===== src/rtl/ps2_pkg.sv =====
// Shared PS/2 frame constants and scan-code prefixes used by the receiver
// and by downstream scan-code decoders.
package ps2_pkg;
  localparam int FRAME_BITS = 11;
  localparam logic [7:0] BREAK_PREFIX = 8'hF0;
  localparam logic [7:0] EXT_PREFIX   = 8'hE0;

  // Frame layout, LSB first: start, d0..d7, odd parity, stop.
  function automatic logic frame_ok(input logic [FRAME_BITS-1:0] f);
    return (f[0] == 1'b0) && (f[FRAME_BITS-1] == 1'b1) && (^f[9:1] == 1'b1);
  endfunction
endpackage


===== src/rtl/ps2_fifo.sv =====
// Small receive FIFO for scan codes: pointer + occupancy, head always visible,
// sticky overflow that clears on the next successful pop.
module ps2_fifo #(
  parameter int DEPTH = 8
) (
  input  logic       clk,
  input  logic       clrn,
  input  logic       push,
  input  logic [7:0] push_data,
  input  logic       pop,
  output logic [7:0] head_data,
  output logic       full,
  output logic       empty,
  output logic       overflow
);
  localparam int PW = (DEPTH > 1) ? $clog2(DEPTH) : 1;
  localparam int CW = $clog2(DEPTH) + 1;

  logic [7:0]    mem [DEPTH];
  logic [PW-1:0] wptr_reg;
  logic [PW-1:0] rptr_reg;
  logic [CW-1:0] count_reg;
  logic          overflow_reg;
  logic          push_ok;
  logic          pop_ok;

  assign full     = (count_reg == CW'(DEPTH));
  assign empty    = (count_reg == '0);
  assign pop_ok   = pop & ~empty;
  // A full FIFO still accepts a push when the same cycle frees a slot.
  assign push_ok  = push & (~full | pop_ok);
  assign overflow = overflow_reg;
  assign head_data = empty ? 8'h00 : mem[rptr_reg];

  always_ff @(posedge clk) begin
    if (push_ok) mem[wptr_reg] <= push_data;
  end

  always_ff @(posedge clk or negedge clrn) begin
    if (!clrn) begin
      wptr_reg     <= '0;
      rptr_reg     <= '0;
      count_reg    <= '0;
      overflow_reg <= 1'b0;
    end else begin
      if (push_ok) wptr_reg <= wptr_reg + 1'b1;
      if (pop_ok)  rptr_reg <= rptr_reg + 1'b1;
      case ({push_ok, pop_ok})
        2'b10:   count_reg <= count_reg + 1'b1;
        2'b01:   count_reg <= count_reg - 1'b1;
        default: count_reg <= count_reg;
      endcase
      if (pop_ok)
        overflow_reg <= 1'b0;
      else if (push & full)
        overflow_reg <= 1'b1;
    end
  end
endmodule


===== src/rtl/ps2_kbd_receiver.sv =====
// PS/2 keyboard receiver: synchronizes the keyboard lines, assembles 11-bit
// frames on falling ps2_clk, validates them and queues good scan codes.
module ps2_kbd_receiver
  import ps2_pkg::*;
#(
  parameter int FIFO_DEPTH     = 8,
  parameter int TIMEOUT_CYCLES = 5000
) (
  input  logic       clk,
  input  logic       clrn,
  input  logic       ps2_clk,
  input  logic       ps2_data,
  input  logic       nextdata_n,
  output logic [7:0] data,
  output logic       ready,
  output logic       overflow,
  output logic       frame_err
);
  localparam int TW = $clog2(TIMEOUT_CYCLES + 1);

  // [0],[1] synchronizer stages, [2] history for edge detection
  logic [2:0]            clk_sync_reg;
  logic [1:0]            dat_sync_reg;
  logic [3:0]            bit_cnt_reg;
  logic [FRAME_BITS-1:0] frame_reg;
  logic [FRAME_BITS-1:0] frame_next;
  logic [TW-1:0]         idle_cnt_reg;
  logic                  push_reg;
  logic [7:0]            push_byte_reg;
  logic                  frame_err_reg;
  logic                  sample_evt;
  logic                  fifo_empty;
  logic                  fifo_full;
  logic                  pop;

  assign sample_evt = clk_sync_reg[2] & ~clk_sync_reg[1];
  assign frame_next = {dat_sync_reg[1], frame_reg[FRAME_BITS-1:1]};
  assign frame_err  = frame_err_reg;
  assign ready      = ~fifo_empty;
  assign pop        = ~nextdata_n & ready;

  always_ff @(posedge clk or negedge clrn) begin
    if (!clrn) begin
      clk_sync_reg  <= 3'b111;
      dat_sync_reg  <= 2'b11;
      bit_cnt_reg   <= '0;
      frame_reg     <= '0;
      idle_cnt_reg  <= '0;
      push_reg      <= 1'b0;
      push_byte_reg <= '0;
      frame_err_reg <= 1'b0;
    end else begin
      clk_sync_reg  <= {clk_sync_reg[1:0], ps2_clk};
      dat_sync_reg  <= {dat_sync_reg[0], ps2_data};
      push_reg      <= 1'b0;
      frame_err_reg <= 1'b0;
      if (sample_evt) begin
        frame_reg    <= frame_next;
        idle_cnt_reg <= '0;
        if (bit_cnt_reg == 4'd10) begin
          bit_cnt_reg <= '0;
          if (frame_ok(frame_next)) begin
            push_reg      <= 1'b1;
            push_byte_reg <= frame_next[8:1];
          end else begin
            frame_err_reg <= 1'b1;
          end
        end else begin
          bit_cnt_reg <= bit_cnt_reg + 1'b1;
        end
      end else if (bit_cnt_reg != 4'd0) begin
        // A keyboard that stalls mid-frame must not wedge the bit counter.
        if (idle_cnt_reg == TW'(TIMEOUT_CYCLES - 1)) begin
          bit_cnt_reg   <= '0;
          idle_cnt_reg  <= '0;
          frame_err_reg <= 1'b1;
        end else begin
          idle_cnt_reg <= idle_cnt_reg + 1'b1;
        end
      end
    end
  end

  ps2_fifo #(
    .DEPTH(FIFO_DEPTH)
  ) u_fifo (
    .clk      (clk),
    .clrn     (clrn),
    .push     (push_reg),
    .push_data(push_byte_reg),
    .pop      (pop),
    .head_data(data),
    .full     (fifo_full),
    .empty    (fifo_empty),
    .overflow (overflow)
  );

  logic unused_full;
  assign unused_full = fifo_full;
endmodule


===== config.mk =====
export PLATFORM = sky130hd
export DESIGN_NAME = ps2_kbd_receiver
export DESIGN_NICKNAME = d
export VERILOG_FILES = /design/src/rtl/ps2_pkg.sv /design/src/rtl/ps2_fifo.sv /design/src/rtl/ps2_kbd_receiver.sv
export SDC_FILE = /design/constraint.sdc
export NUM_CORES = 1
export LEC_CHECK = 0
export CAP_MARGIN = 20
export CELL_PAD_IN_SITES_DETAIL_PLACEMENT = 2
export CELL_PAD_IN_SITES_GLOBAL_PLACEMENT = 2
export CORE_UTILIZATION = 30
export CTS_CLUSTER_SIZE = 24
export DETAILED_ROUTE_END_ITERATION = 8
export GPL_TIMING_DRIVEN = 0
export MAX_ROUTING_LAYER = met4
export PLACE_DENSITY_LB_ADDON = 0.1
export SKIP_LAST_GASP = 1
export SLEW_MARGIN = 20
export SYNTH_ARGS = -nofsm -noshare
export SYNTH_HDL_FRONTEND = slang
export SYNTH_SLANG_ARGS = --single-unit

===== constraint.sdc =====
create_clock -name clk -period 4.65 [get_ports clk]
set_clock_uncertainty 0.1 [all_clocks]
set_input_delay 0.93 -clock clk [delete_from_list [all_inputs] [get_ports clk]]
set_output_delay 0.93 -clock clk [all_outputs]
set_load 0.01 [all_outputs]

After elaboration in Yosys (flattened, before gate mapping)
Memory sizes are Yosys's and may differ from the RTL's.
Cells that the tools add are included.
{"block": "op_classes", "n_addsub": 6, "n_mul": 0, "div": 0, "magnitude_cmp": 0, "eq_ne": 5, "n_shift": 0, "muxes": 21, "bitwise_logic": 11, "reduce_logical": 11}
{"cell": "two-way mux 13 bit", "n": 3}
{"cell": "two-way mux 4 bit", "n": 4}
{"cell": "adder 13 x 1 -> 13 bit (second input constant)", "n": 1}
{"cell": "== test 13 bit (second input constant)", "n": 1}
{"cell": "two-way mux 1 bit", "n": 12}
{"cell": "parity 9 bit", "n": 1}
{"cell": "adder 4 x 1 -> 4 bit (second input constant)", "n": 2}
{"cell": "== test 4 bit (second input constant)", "n": 2}
{"cell": "two-way mux 8 bit", "n": 1}
{"cell": "one-hot mux 4 bit (2 select lines)", "n": 1}
{"cell": "nonzero test 2 bit", "n": 4}
{"cell": "adder 3 x 1 -> 3 bit (second input constant)", "n": 2}
{"cell": "bitwise AND 1 bit", "n": 5}
{"cell": "NOT 1 bit", "n": 5}
{"cell": "logical NOT 4 bit", "n": 1}
{"cell": "nonzero test 4 bit", "n": 1}
{"cell": "subtractor 4 x 1 -> 4 bit (second input constant)", "n": 1}
{"cell": "AND reduction 3 bit", "n": 1}
{"cell": "== test 2 x 1 -> 1 bit (second input constant)", "n": 1}
{"cell": "== test 2 bit (second input constant)", "n": 1}
{"cell": "logical AND 1 bit", "n": 2}
{"cell": "AND reduction 2 bit", "n": 1}
{"cell": "OR 1 bit", "n": 1}
{"block": "totals", "ff_bits": 54, "latch_bits": 0, "ram_bits": 64, "mem_bits_ro": 0, "input_bits": 5, "output_inout_bits": 11, "memories": 1}
{"name": "u_fifo.mem", "words": 8, "word_bits": 8, "rd": 1, "rd_clocked_by_memory_dff": 0, "wr": 1, "line": "ps2_fifo.sv:19", "rtl": "logic [7:0] mem [DEPTH];"}

Logic depth before layout (Yosys ltp)
{"block": "logic_depth", "ltp_word": 8, "depth_mapped": 9, "depth_no_buf": 8}

Hierarchy
Synthesis repeated with hierarchy kept, for this count alone.
{"block": "unflattened", "hier_cells": 383, "hier_area_um2": 5056.1}
{"mod": "ps2_fifo", "n_inst": 1, "cells_each": 200, "area_each_um2": 3106.7, "seq_area_each_um2": 2197.1}
{"mod": "ps2_kbd_receiver", "n_inst": 1, "cells_each": 183, "area_each_um2": 1949.4, "seq_area_each_um2": 1057.3}

Least setup slack after synthesis
No wires, ideal clock.
{"block": "synth_path", "path_kind": "input -> register", "from": "input port nextdata_n", "to": "memory u_fifo.mem[0][0] (enable)", "setup_ns": 0.395, "arrival_time_ns": 2.186, "required_time_ns": 4.155, "slack_ns": 1.969, "cell_stages": 3, "path_buffers": 1, "path_cell_list": "clkbuf_1 a31o_2 nor4_1"}
{"block": "synth_between", "elab_chain_cells": 7}
{"item": "start: declaration", "line": "ps2_kbd_receiver.sv:13", "rtl": "input logic nextdata_n,"}
{"item": "NOT 1 bit", "line": "ps2_kbd_receiver.sv:40", "rtl": "assign pop = ~nextdata_n & ready;"}
{"item": "bitwise AND 1 bit", "line": "ps2_kbd_receiver.sv:40"}
{"item": "bitwise AND 1 bit", "line": "ps2_fifo.sv:29", "rtl": "assign pop_ok = pop & ~empty;"}
{"item": "OR 1 bit", "line": "ps2_fifo.sv:31", "rtl": "assign push_ok = push & (~full | pop_ok);"}
{"item": "bitwise AND 1 bit", "line": "ps2_fifo.sv:31"}
{"item": "two-way mux 1 bit", "line": "ps2_fifo.sv:36", "rtl": "if (push_ok) mem[wptr_reg] <= push_data;"}
{"item": "two-way mux 1 bit (not written as such)", "line": "ps2_fifo.sv:36"}
{"item": "end: declaration", "line": "ps2_fifo.sv:19"}
Every way passes these cells.

Worst setup path after layout
{"block": "layout_path", "from": "register u_fifo.rptr_reg[1]", "to": "output port data[0]"}
{"block": "layout_between", "elab_chain_cells": 2}
{"item": "start: declaration", "line": "ps2_fifo.sv:21", "rtl": "logic [PW-1:0] rptr_reg;"}
{"item": "start signal: assignment", "line": "ps2_fifo.sv:47", "rtl": "if (pop_ok) rptr_reg <= rptr_reg + 1'b1;"}
{"item": "memory read (8 x 8 bit)"}
{"item": "two-way mux 8 bit", "line": "ps2_fifo.sv:33", "rtl": "assign head_data = empty ? 8'h00 : mem[rptr_reg];"}
{"item": "end: declaration", "line": "ps2_kbd_receiver.sv:14", "rtl": "output logic [7:0] data,"}
Every way passes these cells.

==> results by group <==
Run status
  • Outcome: completed

Synth
  • Share of the synthesized area in the top cell type: 38.3%
  • Post-synth top area cell: edfxtp_1
  • Asr flop ratio synth: 45.3%
  • Syn nets: 367
  • Yosys Warn Count: 0
  • Top_reg_cell synth: edfxtp_1
  • Post-synth EDFFs: 64
  • Mapped Cells: 355
  • Post-synthesis register bit count: 117
  • Synth area leaders: edfxtp_1 (38%), dfrtp_1 (24%), mux4_2 (7.2%)
  • Commonest cells post-synth: edfxtp_1 (64), nand2_1 (54), dfrtp_1 (48), nor2_1 (23)
  • Syn Area/Cell: 14.1 sq um
  • Post-Syn Area: 5020 sq um
  • Post-synth cell types: 49
  • Post-synthesis sequential area ratio: 64.9%
  • Count leader, synth: edfxtp_1

Critical path
  • Kind of critical path: flip-flop to output pin
  • Critical path endpoint category: output pin
  • Worst endpoint required time: 3.62 ns
  • Worst setup SP type: flip-flop
  • Critical Path Fanout Max: 10
  • Critical path arrival: 3.01 ns

Final layout
  • Post-route cell area: 6080 sq um
  • Max reg flops: 64
  • FF+latch area: 3250 sq um
  • Layout cells sized above 1: 20.0%
  • Final core occ: 37.7%
  • Number of diodes: 0
  • Fill cells: 1668
  • Nets: 404
  • Area of the multi-input gates: 1710 sq um
  • P&R area growth vs syn: 21.3%
  • Fin cells: 621

Drt
  • Initial DRC count: 133
  • Vias per std cell: 4.76
  • Antenna-violating nets left: 0
  • Pre-antenna DRT Iters: 4
  • Routed length per instance: 17.8 um
  • Drc violations: 0
  • Total number of vias: 2957
  • DRT Wirelength: 11100 um

Hold path
  • Worst hold-check path type: flip-flop to flip-flop

Floorplanning
  • Die height: 131 um
  • Die ar.: 17200 sq um
  • Initial Utilization: 31.1%
  • Row count: 46
  • Io pins: 16
  • Horiz. Die Dim: 131 um
  • CORE AREA: 16100 sq um

STA
  • Final-report hold violation count: 0
  • RSZ-0062 raised after global routing: no
  • Period utilization: 86.9%
  • Slew Limit Fails: 0
  • F_max: 0.247 GHz
  • Finish-stage setup viols: 0
  • Worst Tran Pin Value: 0.928 ns
  • Slew headroom: 37.6%
  • Setup TNS Final: 0 ns
  • Min Tclk post-route: 4.04 ns

Clock tree
  • Longest Clk Path Bufs: 2
  • Root Buffer: clkbuf_16
  • CTS tree: yes
  • Count of clock tree sinks: 117
  • Setup bufs post-CTS: 0
  • Hold-fix buffers at CTS: 0
  • Clock latency on the worst-skew pair: 0.41 ns
  • Clk slew on worst S/H paths: 0.06 ns
  • TritonCTS buffer count: 17
  • Depth of the CTS H-tree: 4
  • Post-cts resize count: 0

Place
  • Dpl cells: 589
  • Port-buffer cells: 15
  • Global placer's final weighted congestion: 0.689
  • Post-DP Area: 5500 sq um
  • Hpwl dp: 7420 um

Global route
  • Initial antenna violation count: 0
  • Largest net degree at the start of global routing: 31
  • Vias in the first global route: 3307
  • Global-route wire length before repair: 18500 um
  • Total grt overflow: 0
  • Total GRT Usage: 14.6%

Pwr
  • Worst VDD drop: 0.264 mV
  • Pleak: 2.30 nW
  • PD cells: 566 nW/um^2
  • Final Power: 3.44 mW

Job
  • Max Cap Viol: 0
-- worst max-delay path, cell delays in order, from the launching register on --
cell and delay, ns:
dfrtp_1 0.36, clkbuf_1 0.43, buf_1 0.63, mux4_2 0.44, mux2i_1 0.19, nor2_1 0.06
clkdlybuf4s50_1 0.50
-- logic make-up (layout without fill, tap and decap cells) --
group / Yosys count / count (layout) / synth area share, %
buf+inv: 22 / 72 / 1.72
xor+xnor: 23 / 23 / 4.56
fa+ha+maj: 7 / 7 / 1.75
simple gates: 117 / 117 / 10.9
mux: 35 / 35 / 11.4
compound gates: 34 / 34 / 4.74
flops: 117 / 117 / 64.9
-- area by class of cell --
cell class	count	area share (%)
flip-flops and latches	117	53.5
multi-input cells	216	28.1
clock buffers	17	6.99
well taps	216	4.44
repair buffers	18	3.00
clock inverters	15	2.57
plain buffers	14	0.926
inverters	8	0.494
-- cell usage in the layout (no fill, tap or decap), types with 2 or more instances in the layout --
cell,netlist,final
or4_1,2,2
inv_1,8,8
buf_1,2,2
nand2b_1,4,4
a31o_2,2,2
mux2i_1,9,9
nand2_1,54,54
mux4_2,16,16
clkinvlp_4,0,8
o21ai_0,10,10
nor2_1,23,23
buf_2,3,3
dfstp_2,5,5
ha_1,7,7
xor2_1,5,5
edfxtp_1,64,64
xnor3_1,2,2
clkbuf_1,9,9
a31oi_1,3,3
a211oi_1,3,3
clkbuf_16,0,17
inv_6,0,2
clkdlybuf4s50_1,0,14
mux2_2,9,9
nor3_1,7,3
xnor2_1,16,16
nor3_2,0,4
o211ai_1,2,2
or3_1,3,3
dfrtp_1,48,48
nand4_1,2,2
clkinv_2,0,2
nor4_1,6,5
buf_4,0,3
nor3b_1,3,2
nand3_1,5,5
a21oi_1,4,4
bufinv_16,0,2
-- final timing paths --
path                                                        end  cells after the start  slack (ns)                             from
worst min register to register        dat_sync_reg[1]$_DFF_PN1_                      0        0.26        dat_sync_reg[0]$_DFF_PN1_
worst min-delay path                  dat_sync_reg[1]$_DFF_PN1_                      0        0.26        dat_sync_reg[0]$_DFF_PN1_
worst max-delay path                                    data[0]                      6        0.61   u_fifo.rptr_reg[1]$_DFFE_PN0N_
min in group asynchronous           idle_cnt_reg[1]$_DFFE_PN0P_                      1        0.32                             clrn
worst max register to register  u_fifo.count_reg[2]$_DFFE_PN0P_                      9        1.90  u_fifo.count_reg[1]$_DFFE_PN0P_
max in group asynchronous             dat_sync_reg[1]$_DFF_PN1_                      2        3.58                             clrn
-- layer usage --
layer | vias up | global-route usage, % | part of all wire [%]
li1 | 1382 | - | -
met1 | 1529 | 18.2 | 48
met2 | 32 | 22.8 | 48
met3 | 14 | 3.82 | 2.7
met4 | 0 | 5.04 | 1.2
met5 | - | - | 0
-- power breakdown --
part / switching, mW / total [mW] / internal, mW
Sequential: 0.0995 / 1.28 / 1.18
Clock: 0.489 / 1.28 / 0.788
Combinational: 0.432 / 0.885 / 0.454
Total: 1.02 / 3.44 / 2.42
-- through the flow --
| stage | setup slack, ns | hold WS (ns) |
|---|---|---|
| finish | 0.608 | 0.258 |
| global route | 0.428 | 0.268 |
| CTS | 0.566 | 0.261 |
| detailed placement | 1.02 | 0.249 |
| global placement | 0.580 | 0.248 |
| floorplan | 1.97 | 0.245 |
(Power assumes the default switching activity.)
